--- src/rtl/cpu_pkg.sv ---
// rtl/cpu_pkg.sv - shared CPU types and constants for the execute-stage shifter
package cpu_pkg;

    typedef enum logic [1:0] {
        SH_SLL = 2'b00,
        SH_SRA = 2'b01,
        SH_ROR = 2'b10,
        SH_SRL = 2'b11
    } shift_mode_t;

    localparam int DATA_W = 16;

    // Pipeline stage that owns a given shift level.
    function automatic int stage_of(input int level, input int stages, input int levels);
        return (level * stages) / levels;
    endfunction

endpackage

--- src/rtl/shifter_pipe_if.sv ---
// rtl/shifter_pipe_if.sv - operand/result handshake bundle for shifter_pipe
interface shifter_pipe_if #(
    parameter int WIDTH = cpu_pkg::DATA_W
) ();
    import cpu_pkg::*;

    localparam int SW = $clog2(WIDTH);

    logic             flush;
    logic             in_valid;
    logic             in_ready;
    logic [WIDTH-1:0] shift_in;
    logic [SW-1:0]    shift_val;
    shift_mode_t      mode;
    logic             out_valid;
    logic             out_ready;
    logic [WIDTH-1:0] shift_out;
    logic             zero;

    modport master (
        output flush, in_valid, shift_in, shift_val, mode, out_ready,
        input  in_ready, out_valid, shift_out, zero
    );

    modport slave (
        input  flush, in_valid, shift_in, shift_val, mode, out_ready,
        output in_ready, out_valid, shift_out, zero
    );

endinterface

--- src/rtl/shift_level.sv ---
// rtl/shift_level.sv - one combinational barrel level shifting by a fixed AMOUNT
module shift_level import cpu_pkg::*; #(
    parameter int WIDTH  = DATA_W,
    parameter int AMOUNT = 1
) (
    input  logic [WIDTH-1:0] data,
    input  logic             en,
    input  shift_mode_t      mode,
    output logic [WIDTH-1:0] result
);

    // Earlier SRA levels keep the sign bit, so data's MSB is the original sign.
    always_comb begin
        result = data;
        if (en) begin
            case (mode)
                SH_SLL: result = {data[WIDTH-1-AMOUNT:0], {AMOUNT{1'b0}}};
                SH_SRA: result = {{AMOUNT{data[WIDTH-1]}}, data[WIDTH-1:AMOUNT]};
                SH_ROR: result = {data[AMOUNT-1:0], data[WIDTH-1:AMOUNT]};
                SH_SRL: result = {{AMOUNT{1'b0}}, data[WIDTH-1:AMOUNT]};
                default: result = data;
            endcase
        end
    end

endmodule

--- src/rtl/shifter_pipe.sv ---
// rtl/shifter_pipe.sv - pipelined barrel shifter with valid/ready, flush and zero flag
module shifter_pipe import cpu_pkg::*; #(
    parameter int WIDTH  = DATA_W,
    parameter int STAGES = 2
) (
    input  logic            clk,
    input  logic            rst_n,
    shifter_pipe_if.slave   bus
);

    localparam int L = $clog2(WIDTH);

    logic [WIDTH-1:0] lvl_in    [L];
    logic [WIDTH-1:0] lvl_out   [L];
    logic             lvl_en    [L];
    shift_mode_t      lvl_mode  [L];

    logic [WIDTH-1:0] stage_res [STAGES];
    logic [WIDTH-1:0] st_data   [STAGES];
    logic [L-1:0]     st_sv     [STAGES];
    shift_mode_t      st_mode   [STAGES];
    logic             st_valid  [STAGES];
    logic [STAGES-1:0] adv;
    logic             zero_q;
    logic             unused_ctrl;

    // A stage moves if any stage at or after it is empty, or the consumer takes the result.
    always_comb begin
        logic hole;
        hole = 1'b0;
        adv  = '0;
        for (int k = STAGES - 1; k >= 0; k--) begin
            hole   = hole | ~st_valid[k];
            adv[k] = hole | bus.out_ready;
        end
    end

    assign bus.in_ready  = adv[0] & ~bus.flush;
    assign bus.out_valid = st_valid[STAGES-1];
    assign bus.shift_out = st_data[STAGES-1];
    assign bus.zero      = zero_q;

    for (genvar i = 0; i < L; i++) begin : g_lvl
        localparam int  ST    = stage_of(i, STAGES, L);
        localparam bit  FIRST = (i == 0) || (stage_of(i - 1, STAGES, L) != ST);
        localparam bit  LAST  = (i == L - 1) || (stage_of(i + 1, STAGES, L) != ST);

        if (FIRST && ST == 0) begin : g_src_in
            assign lvl_in[i] = bus.shift_in;
        end else if (FIRST) begin : g_src_reg
            assign lvl_in[i] = st_data[ST-1];
        end else begin : g_src_chain
            assign lvl_in[i] = lvl_out[i-1];
        end

        if (ST == 0) begin : g_ctl_in
            assign lvl_en[i]   = bus.shift_val[i];
            assign lvl_mode[i] = bus.mode;
        end else begin : g_ctl_reg
            assign lvl_en[i]   = st_sv[ST-1][i];
            assign lvl_mode[i] = st_mode[ST-1];
        end

        shift_level #(
            .WIDTH  (WIDTH),
            .AMOUNT (1 << i)
        ) u_level (
            .data   (lvl_in[i]),
            .en     (lvl_en[i]),
            .mode   (lvl_mode[i]),
            .result (lvl_out[i])
        );

        if (LAST) begin : g_tap
            assign stage_res[ST] = lvl_out[i];
        end
    end

    for (genvar s = 0; s < STAGES; s++) begin : g_stage
        logic         in_v;
        logic [L-1:0] in_sv;
        shift_mode_t  in_mode;

        if (s == 0) begin : g_head
            assign in_v    = bus.in_valid;
            assign in_sv   = bus.shift_val;
            assign in_mode = bus.mode;
        end else begin : g_body
            assign in_v    = st_valid[s-1];
            assign in_sv   = st_sv[s-1];
            assign in_mode = st_mode[s-1];
        end

        always_ff @(posedge clk or negedge rst_n) begin
            if (!rst_n) begin
                st_valid[s] <= 1'b0;
                st_data[s]  <= '0;
                st_sv[s]    <= '0;
                st_mode[s]  <= SH_SLL;
            end else if (bus.flush) begin
                st_valid[s] <= 1'b0;
            end else if (adv[s]) begin
                st_valid[s] <= in_v;
                if (in_v) begin
                    st_data[s] <= stage_res[s];
                    st_sv[s]   <= in_sv;
                    st_mode[s] <= in_mode;
                end
            end
        end

        // Zero flag travels with the final-stage result register.
        if (s == STAGES - 1) begin : g_zero
            always_ff @(posedge clk or negedge rst_n) begin
                if (!rst_n) begin
                    zero_q <= 1'b0;
                end else if (bus.flush) begin
                    zero_q <= 1'b0;
                end else if (adv[s]) begin
                    zero_q <= in_v & (stage_res[s] == '0);
                end
            end
        end
    end

    // Last-stage control and low shift_val bits are carried but never consumed.
    always_comb begin
        unused_ctrl = 1'b0;
        for (int k = 0; k < STAGES; k++) begin
            unused_ctrl = unused_ctrl ^ (^st_sv[k]) ^ (^st_mode[k]);
        end
    end

endmodule

--- src/flat_wrapper.sv ---
// flat-port wrapper written by rule: the top's interface ports become plain ports
module shifter_pipe_flat import cpu_pkg::*;
#(
    parameter int WIDTH  = DATA_W,
    parameter int STAGES = 2
)
  (clk, rst_n, bus_flush, bus_in_valid, bus_shift_in, bus_shift_val, bus_mode, bus_out_ready, bus_in_ready, bus_out_valid, bus_shift_out, bus_zero);
  shifter_pipe_if #(.WIDTH(WIDTH)) bus_i ();
  input  logic clk;
  input  logic rst_n;
  input wire logic [$bits(bus_i.flush)-1:0] bus_flush;
  input wire logic [$bits(bus_i.in_valid)-1:0] bus_in_valid;
  input wire logic [$bits(bus_i.shift_in)-1:0] bus_shift_in;
  input wire logic [$bits(bus_i.shift_val)-1:0] bus_shift_val;
  input wire logic [$bits(bus_i.mode)-1:0] bus_mode;
  input wire logic [$bits(bus_i.out_ready)-1:0] bus_out_ready;
  output wire logic [$bits(bus_i.in_ready)-1:0] bus_in_ready;
  output wire logic [$bits(bus_i.out_valid)-1:0] bus_out_valid;
  output wire logic [$bits(bus_i.shift_out)-1:0] bus_shift_out;
  output wire logic [$bits(bus_i.zero)-1:0] bus_zero;
  assign bus_i.flush = bus_flush;
  assign bus_i.in_valid = bus_in_valid;
  assign bus_i.shift_in = bus_shift_in;
  assign bus_i.shift_val = bus_shift_val;
  assign bus_i.mode = bus_mode;
  assign bus_i.out_ready = bus_out_ready;
  assign bus_in_ready = bus_i.in_ready;
  assign bus_out_valid = bus_i.out_valid;
  assign bus_shift_out = bus_i.shift_out;
  assign bus_zero = bus_i.zero;
  shifter_pipe #(.WIDTH(WIDTH), .STAGES(STAGES)) u_core (.clk(clk), .rst_n(rst_n), .bus(bus_i));
endmodule
--- config.mk ---
export PLATFORM = sky130hd
export DESIGN_NAME = shifter_pipe_flat
export DESIGN_NICKNAME = d
export VERILOG_FILES = /design/src/rtl/cpu_pkg.sv /design/src/rtl/shifter_pipe_if.sv /design/src/rtl/shift_level.sv /design/src/rtl/shifter_pipe.sv /design/src/flat_wrapper.sv
export SDC_FILE = /design/constraint.sdc
export NUM_CORES = 1
export LEC_CHECK = 0
export BUFFER_PORTS_ARGS = -buffer_cell sky130_fd_sc_hd__buf_2
export CORE_MARGIN = 2
export CORE_UTILIZATION = 55
export CTS_BUF_LIST = sky130_fd_sc_hd__clkbuf_4 sky130_fd_sc_hd__clkbuf_8
export DETAILED_ROUTE_END_ITERATION = 10
export PLACE_DENSITY = 0.75
export SKIP_CTS_REPAIR_TIMING = 1
export SLEW_MARGIN = 15
export SYNTH_ARGS = -nofsm -noshare
export SYNTH_HDL_FRONTEND = slang
export SYNTH_SLANG_ARGS = --single-unit
--- constraint.sdc ---
create_clock -name clk -period 4.5 [get_ports clk]
set_input_delay 0.9 -clock clk [delete_from_list [all_inputs] [get_ports clk]]
set_output_delay 0.9 -clock clk [all_outputs]
set_load 0.01 [all_outputs]
==> results of run 1 <==
power by group:
group	total [uW]	internal (uW)	switching, uW	leakage, uW
registers	522	423	98.6	0.000488
clock network	238	120	118	0.0000470
logic	437	190	247	0.000889
per-stage QoR:
| stage | power, uW | utilization [%] |
|---|---|---|
| floorplan | 821 | - |
| global placement | 946 | 60.9 |
| detailed placement | 959 | 60.9 |
| CTS | 1200 | 62.6 |
| global route | 1290 | 62.6 |
| finish | 1200 | 62.6 |
Yosys cell counts, types with 2 or more instances:
| library cell | instances | area, um2 |
|---|---|---|
| a211oi_1 | 14 | 105 |
| a21boi_0 | 2 | 15.0 |
| a21o_1 | 6 | 45.0 |
| a21oi_1 | 29 | 145 |
| a311oi_1 | 2 | 17.5 |
| a31o_1 | 2 | 17.5 |
| a31oi_1 | 12 | 75.1 |
| buf_1 | 3 | 11.3 |
| buf_2 | 7 | 35.0 |
| buf_6 | 2 | 22.5 |
| clkbuf_1 | 19 | 71.3 |
| dfrtp_1 | 39 | 976 |
| inv_1 | 9 | 33.8 |
| mux2_2 | 10 | 113 |
| mux2i_1 | 26 | 260 |
| nand2_1 | 45 | 169 |
| nand2b_1 | 5 | 31.3 |
| nand3_1 | 3 | 15.0 |
| nand3b_1 | 4 | 30.0 |
| nand4_1 | 2 | 12.5 |
| nor2_1 | 34 | 128 |
| nor2b_1 | 9 | 56.3 |
| nor3_1 | 2 | 10.0 |
| o211ai_1 | 9 | 67.6 |
| o21ai_0 | 37 | 185 |
| o21ai_1 | 7 | 35.0 |
| o221ai_1 | 3 | 26.3 |
| o22a_1 | 2 | 17.5 |
| o22ai_1 | 4 | 25.0 |
| o32ai_1 | 2 | 17.5 |
| or3b_2 | 3 | 26.3 |
worst register-to-register path, delay by kind of cell (launching register included):
kind,cells,cell delay (ns)
AO/OA/AOI/OAI,3,0.40
buffers and inverters,1,0.33
AND/OR/NAND/NOR,3,0.94
flip-flops,1,1.05
routing by layer:
layer / part of all wire, % / up-vias
met3: 5.7 / 11
met2: 46 / 90
met4: 1.3 / 0
met5: 0 / -
li1: - / 1405
met1: 47 / 1346
cells in the final DEF, fill, tap and decap left out, types with 3 or more instances in the layout:
cell	instances
o221ai_1	3
a21o_1	6
buf_2	45
mux2_2	10
mux2i_1	26
nor2_1	34
clkbuf_8	6
nand3b_1	4
o211ai_1	9
nand2_1	45
inv_1	9
o22ai_1	4
nand3_1	3
a31oi_1	12
or3b_2	3
o21ai_0	37
dfrtp_1	39
a21oi_1	29
nor2b_1	9
o21ai_1	7
nand2b_1	5
a211oi_1	14
flip-flops by register name, summed over array words and instances (netlist names):
register and count:
u_core.g_stage.in_v 1, u_core.bus.out_valid 1, u_core.bus.zero 1, u_core.bus.shift_out 16, u_core.g_stage.in_sv 2, u_core.g_stage.in_mode 2
u_core.lvl_in 16
area by class of cell:
class | instances | area (um2) | share of cell area [%]
multi-input cells | 292 | 1810 | 56.0
flip-flops and latches | 39 | 976 | 30.2
repair buffers | 47 | 240 | 7.42
well taps | 70 | 87.6 | 2.71
clock buffers | 6 | 82.6 | 2.55
inverters | 9 | 33.8 | 1.04
clock inverters | 1 | 5.00 | 0.155
worst paths after layout:
kind | depth (start not counted) | endpoint | startpoint
max | 7 | u_core.bus.zero$_DFFE_PN0P_ | u_core.g_stage[1].in_sv[2]$_DFFE_PN0P_
min | 2 | u_core.bus.shift_out[6]$_DFFE_PN0P_ | u_core.bus.shift_out[6]$_DFFE_PN0P_
max reg2reg | 7 | u_core.bus.zero$_DFFE_PN0P_ | u_core.g_stage[1].in_sv[2]$_DFFE_PN0P_
min reg2reg | 2 | u_core.bus.shift_out[6]$_DFFE_PN0P_ | u_core.bus.shift_out[6]$_DFFE_PN0P_
max in group asynchronous | 1 | u_core.g_stage[1].in_mode[1]$_DFFE_PN0P_ | rst_n
min in group asynchronous | 1 | u_core.lvl_in[19]$_DFFE_PN0P_ | rst_n
cell families (layout without fill, tap and decap cells):
logic type	count (synthesis)	in the layout	synth area share [%]
AO/OA/AOI/OAI	141	141	30.3
AND/OR/NAND/NOR	115	115	18.2
buffers and inverters	41	63	6.11
flip-flops	39	39	32.9
multiplexers	36	36	12.6
==> flow_metrics.py, run 1 <==
metrics = {
    "outcome": {
        "outcome": "completed",
    },
    "timing": {
        "skew_ns": 0.00952,
        "setup_viol": 0,
        "fmax_ghz": 0.358,
        "fin_setup_tns_ns": 0,
        "slew_violations": 0,
        "timing.hold.ws_ns": 0.485,
        "fin_crit_ns": 2.80,
        "rsz0062_at_grt": "no",
        "slew_headroom_pct": 28.4,
        "hold_viol": 0,
        "worst_pin_slew_ns": 1.07,
        "fin_crit_sh_pct": 62.2,
        "worst_slack_ns": 1.70,
    },
    "clocking": {
        "insertion_delay_ns": 0.30,
        "cts_tree": "yes",
        "cts_root_buf": "clkbuf_8",
        "h-tree-depth": 2,
        "clk_path_buf_depth": 2,
        "numCtsBuffers": 5,
        "clkTransAtPathRegs_ns": 0.08,
        "clkSinkCount": 39,
    },
    "die": {
        "rows": 26,
        "die_y_um": 77.5,
        "fp.dieW_um": 77.5,
        "dieArea_um2": 6000,
        "core-area_um2": 5170,
        "io_pins": 46,
        "initial_utilization_pct": 57.4,
    },
    "hold_path": {
        "hold_path_class": "reg2reg",
    },
    "route": {
        "ant_nets": 0,
        "drt-initial-drc-count": 223,
        "via_count": 2852,
        "vias_per_cell": 6.15,
        "routedWlPerCell_um": 15.6,
        "firstDrtPassIters": 5,
        "totalWireLength_um": 7230,
        "drc_errors": 0,
    },
    "global_route": {
        "grt_pass1_wl_um": 12400,
        "grt-ovfl-total": 0,
        "grt_busiest_layer": "met2",
        "met1_usage_pct": 36.8,
        "antenna_found_initial": 0,
        "met2_usage_pct": 40.1,
        "grt_util_met3_pct": 5.23,
        "grt_max_degree": 42,
        "gr-usage-all-layers_pct": 25.7,
        "grt_pass1_vias": 2623,
    },
    "critical_path": {
        "path_buf_inv": 1,
        "path_max_fanout": 37,
        "crit_chain": "buf_4 > nand2b_1 > nor3_1 > a311o_1 > a22oi_1 > or4_1 > o21ai_1",
        "slowest_stage": "dfrtp_1",
        "critical_path_class": "reg2reg",
        "critPathMaxStageDelay_ns": 1.05,
        "r2r_setup_slack_ns": 1.70,
        "cp-end-kind": "register",
        "cpLargestDelayFamily": "flip-flops",
        "worstPathArrival_ns": 3.02,
        "start_kind": "register",
        "required_ns": 4.73,
    },
    "place": {
        "placed_cells": 457,
        "port_buffers": 45,
        "pre_cts_slack_ns": 1.53,
        "post_dp_cell_area_um2": 3150,
        "dpl.hpwl_um": 5250,
        "place_congestion": 0.932,
    },
    "final_layout": {
        "instances_no_fill": 464,
        "syn2layout_area_growth_pct": 9.02,
        "nets": 421,
        "stdcell_area_um2": 3240,
        "fill_cells": 484,
        "diodes": 0,
        "drive_gt1_share_pct": 18.5,
    },
    "flow_run": {
        "cap_violations": 0,
    },
    "synth": {
        "ys_async_sr_fraction_pct": 100,
        "syn_inst": 372,
        "yosys_warnings": 0,
        "ys_seq_area_share_pct": 32.9,
        "synth-seq-cells": 39,
        "avgSynthCellArea_um2": 7.98,
        "syn-cell-area_um2": 2970,
        "ys.flop_type": "dfrtp_1",
        "synth_edf_count": 0,
        "syn_nets": 399,
        "synth.distinct_cells": 50,
    },
    "power_and_ir_drop": {
        "ir_worst_vdd_mv": 0.225,
        "power.density_nw_per_um2": 370,
        "p_leak_uw": 0.00142,
    },
}
Power figures use the tool's default switching activity.
==> run 2, diff against run 1 <==
ABC_AREA = 1   (was unset)
CORE_UTILIZATION = 53   (was 55)
PLACE_DENSITY = 0.76   (was 0.75)
clock period = 2.25 ns   (was 4.5 ns; I/O delays follow)
==> run 2 against run 1 <==
Area after synthesis fell by 8.3%. Final cell count increased by 13%. Register-to-register slack got worse by 1.2 ns. First-iteration DRC count increased by 20%. Power up 94%. Critical path depth grew 2. Wire length is 1.8% lower. Clock power grew 100%. Worst hold slack got worse by 0.23 ns. Worst setup slack got worse by 1.2 ns. Largest cell class unchanged. Critical path type unchanged.
==> flow_metrics.py, run 2 <==
metrics = {
    "timing": {
        "skew_ns": 0.0104,
        "rsz0062_at_grt": "no",
        "hold_viol": 0,
        "setup_viol": 0,
        "worst_pin_slew_ns": 0.838,
        "fin_crit_ns": 1.74,
        "slew_headroom_pct": 44.1,
        "slew_violations": 0,
        "fmax_ghz": 0.576,
        "fin_crit_sh_pct": 77.2,
        "fin_setup_tns_ns": 0,
        "timing.hold.ws_ns": 0.256,
    },
    "global_route": {
        "grt_pass1_vias": 2533,
        "grt_max_degree": 40,
        "antenna_found_initial": 0,
        "grt-ovfl-total": 0,
        "gr-usage-all-layers_pct": 26.6,
        "grt_pass1_wl_um": 11700,
    },
    "clocking": {
        "clkTransAtPathRegs_ns": 0.08,
        "clk_path_buf_depth": 2,
        "cts_root_buf": "clkbuf_8",
        "numCtsBuffers": 5,
        "cts_tree": "yes",
        "clkSinkCount": 39,
        "h-tree-depth": 2,
        "insertion_delay_ns": 0.30,
    },
    "power_and_ir_drop": {
        "ir_worst_vdd_mv": 0.321,
        "power.total_uw": 2320,
        "power.density_nw_per_um2": 761,
        "p_leak_uw": 0.00152,
    },
    "die": {
        "rows": 26,
        "initial_utilization_pct": 54.0,
        "io_pins": 46,
        "core-area_um2": 5040,
        "dieArea_um2": 5720,
        "die_y_um": 75.7,
        "fp.dieW_um": 75.7,
    },
    "synth": {
        "synth_top_area_share_pct": 35.9,
        "synth-seq-cells": 39,
        "synth.cells.most_frequent": "143 x nand2_1, 39 x dfrtp_1, 35 x o21ai_0",
        "syn_nets": 442,
        "yosys-top-cells-area": "dfrtp_1 36%, nand2_1 20%, o21ai_0 6.4%, nand3_1 6.1%, nor2_1 4.6%",
        "synth_edf_count": 0,
        "ys_async_sr_fraction_pct": 100,
        "yosys_warnings": 0,
        "ys_seq_area_share_pct": 35.9,
        "yosysTopAreaCell": "dfrtp_1",
        "yosysMostFrequentCell": "nand2_1",
        "synth.distinct_cells": 30,
        "avgSynthCellArea_um2": 6.56,
        "syn-cell-area_um2": 2720,
        "ys.flop_type": "dfrtp_1",
        "syn_inst": 415,
    },
    "critical_path": {
        "critical_path_class": "reg2reg",
        "required_ns": 2.49,
        "worstPathArrival_ns": 1.98,
        "start_kind": "register",
        "cp-end-kind": "register",
        "path_max_fanout": 16,
    },
    "final_layout": {
        "final_common_cell": "nand2_1",
        "stdcell_area_um2": 3050,
        "drive_gt1_share_pct": 17.0,
        "diodes": 0,
        "nets": 480,
        "final_cell_mix": "143 x nand2_1, 45 x buf_2, 39 x dfrtp_1, 35 x o21ai_0",
        "post-route-util_pct": 60.5,
        "syn2layout_area_growth_pct": 12.2,
    },
    "flow_run": {
        "cap_violations": 0,
    },
    "route": {
        "via_count": 2921,
        "routedWlPerCell_um": 13.5,
        "firstDrtPassIters": 5,
        "drc_errors": 0,
        "vias_per_cell": 5.57,
        "drt-initial-drc-count": 267,
        "totalWireLength_um": 7100,
        "ant_nets": 0,
    },
    "place": {
        "dpl.hpwl_um": 5410,
        "place_congestion": 0.985,
        "post_dp_cell_area_um2": 2960,
        "port_buffers": 45,
    },
    "outcome": {
        "outcome": "completed",
    },
    "hold_path": {
        "hold_path_class": "in2async",
    },
}
[run 2: critical path, cell delays in order (launching register included)]
cell and delay, ns:
dfrtp_1 0.45, nor2_4 0.38, a21oi_1 0.12, nand2_1 0.08
nand2_1 0.07, o21ai_0 0.18, nand3_1 0.14, nor2_1 0.12
nand3_1 0.08, nand2_1 0.06
[run 2: cell type report]
| class | instances | area (um2) |
|---|---|---|
| timing repair buffer | 48 | 248 |
| clock inverter | 2 | 12.5 |
| inverter | 33 | 124 |
| tap | 70 | 87.6 |
| fill | 500 | 1990 |
| clock buffer | 6 | 76.3 |
| multi-input combinational | 326 | 1530 |
| sequential | 39 | 976 |
[run 2: final timing paths]
path / from / to / slack [ns] / depth (start not counted)
max: u_core.g_stage[1].in_mode[1]$_DFFE_PN0P_ / u_core.bus.zero$_DFFE_PN0P_ / 0.51 / 9
min: rst_n / u_core.bus.shift_out[1]$_DFFE_PN0P_ / 0.26 / 1
max reg2reg: u_core.g_stage[1].in_mode[1]$_DFFE_PN0P_ / u_core.bus.zero$_DFFE_PN0P_ / 0.51 / 9
min reg2reg: u_core.bus.shift_out[9]$_DFFE_PN0P_ / u_core.bus.shift_out[9]$_DFFE_PN0P_ / 0.49 / 2
max in group asynchronous: rst_n / u_core.lvl_in[31]$_DFFE_PN0P_ / 1.46 / 1
min in group clk: bus_shift_val[2] / u_core.g_stage[1].in_sv[2]$_DFFE_PN0P_ / 0.36 / 3
[run 2: through the flow]
step                      cells  worst slack, ns
after global placement      516            0.455
after detailed placement    516            0.406
final                       524            0.513
after global routing        524            0.310
after floorplan             415            0.651
after CTS                   524            0.538
[run 2: metal layers]
layer	wire length [um]	up-vias	track usage, %	part of all wire (%)
met5	0	-	0	0
met4	218	0	9.75	3.1
met3	333	26	4.76	4.7
met2	3250	110	42.9	46
met1	3290	1332	35.8	46
li1	-	1453	-	-
[run 2: cells by family (layout without fill, tap and decap cells)]
logic type | Yosys count | count (layout) | synth area share [%]
AND/OR/NAND/NOR | 223 | 223 | 34.4
AO/OA/AOI/OAI | 103 | 103 | 21.7
buffers and inverters | 50 | 89 | 7.95
flip-flops | 39 | 39 | 35.9
[run 2: where the power goes]
part	leakage, uW	total [uW]	switching [uW]	internal [uW]
registers	0.000464	957	112	846
clock network	0.0000446	476	247	229
logic	0.00102	890	575	315
total	0.00152	2320	933	1390
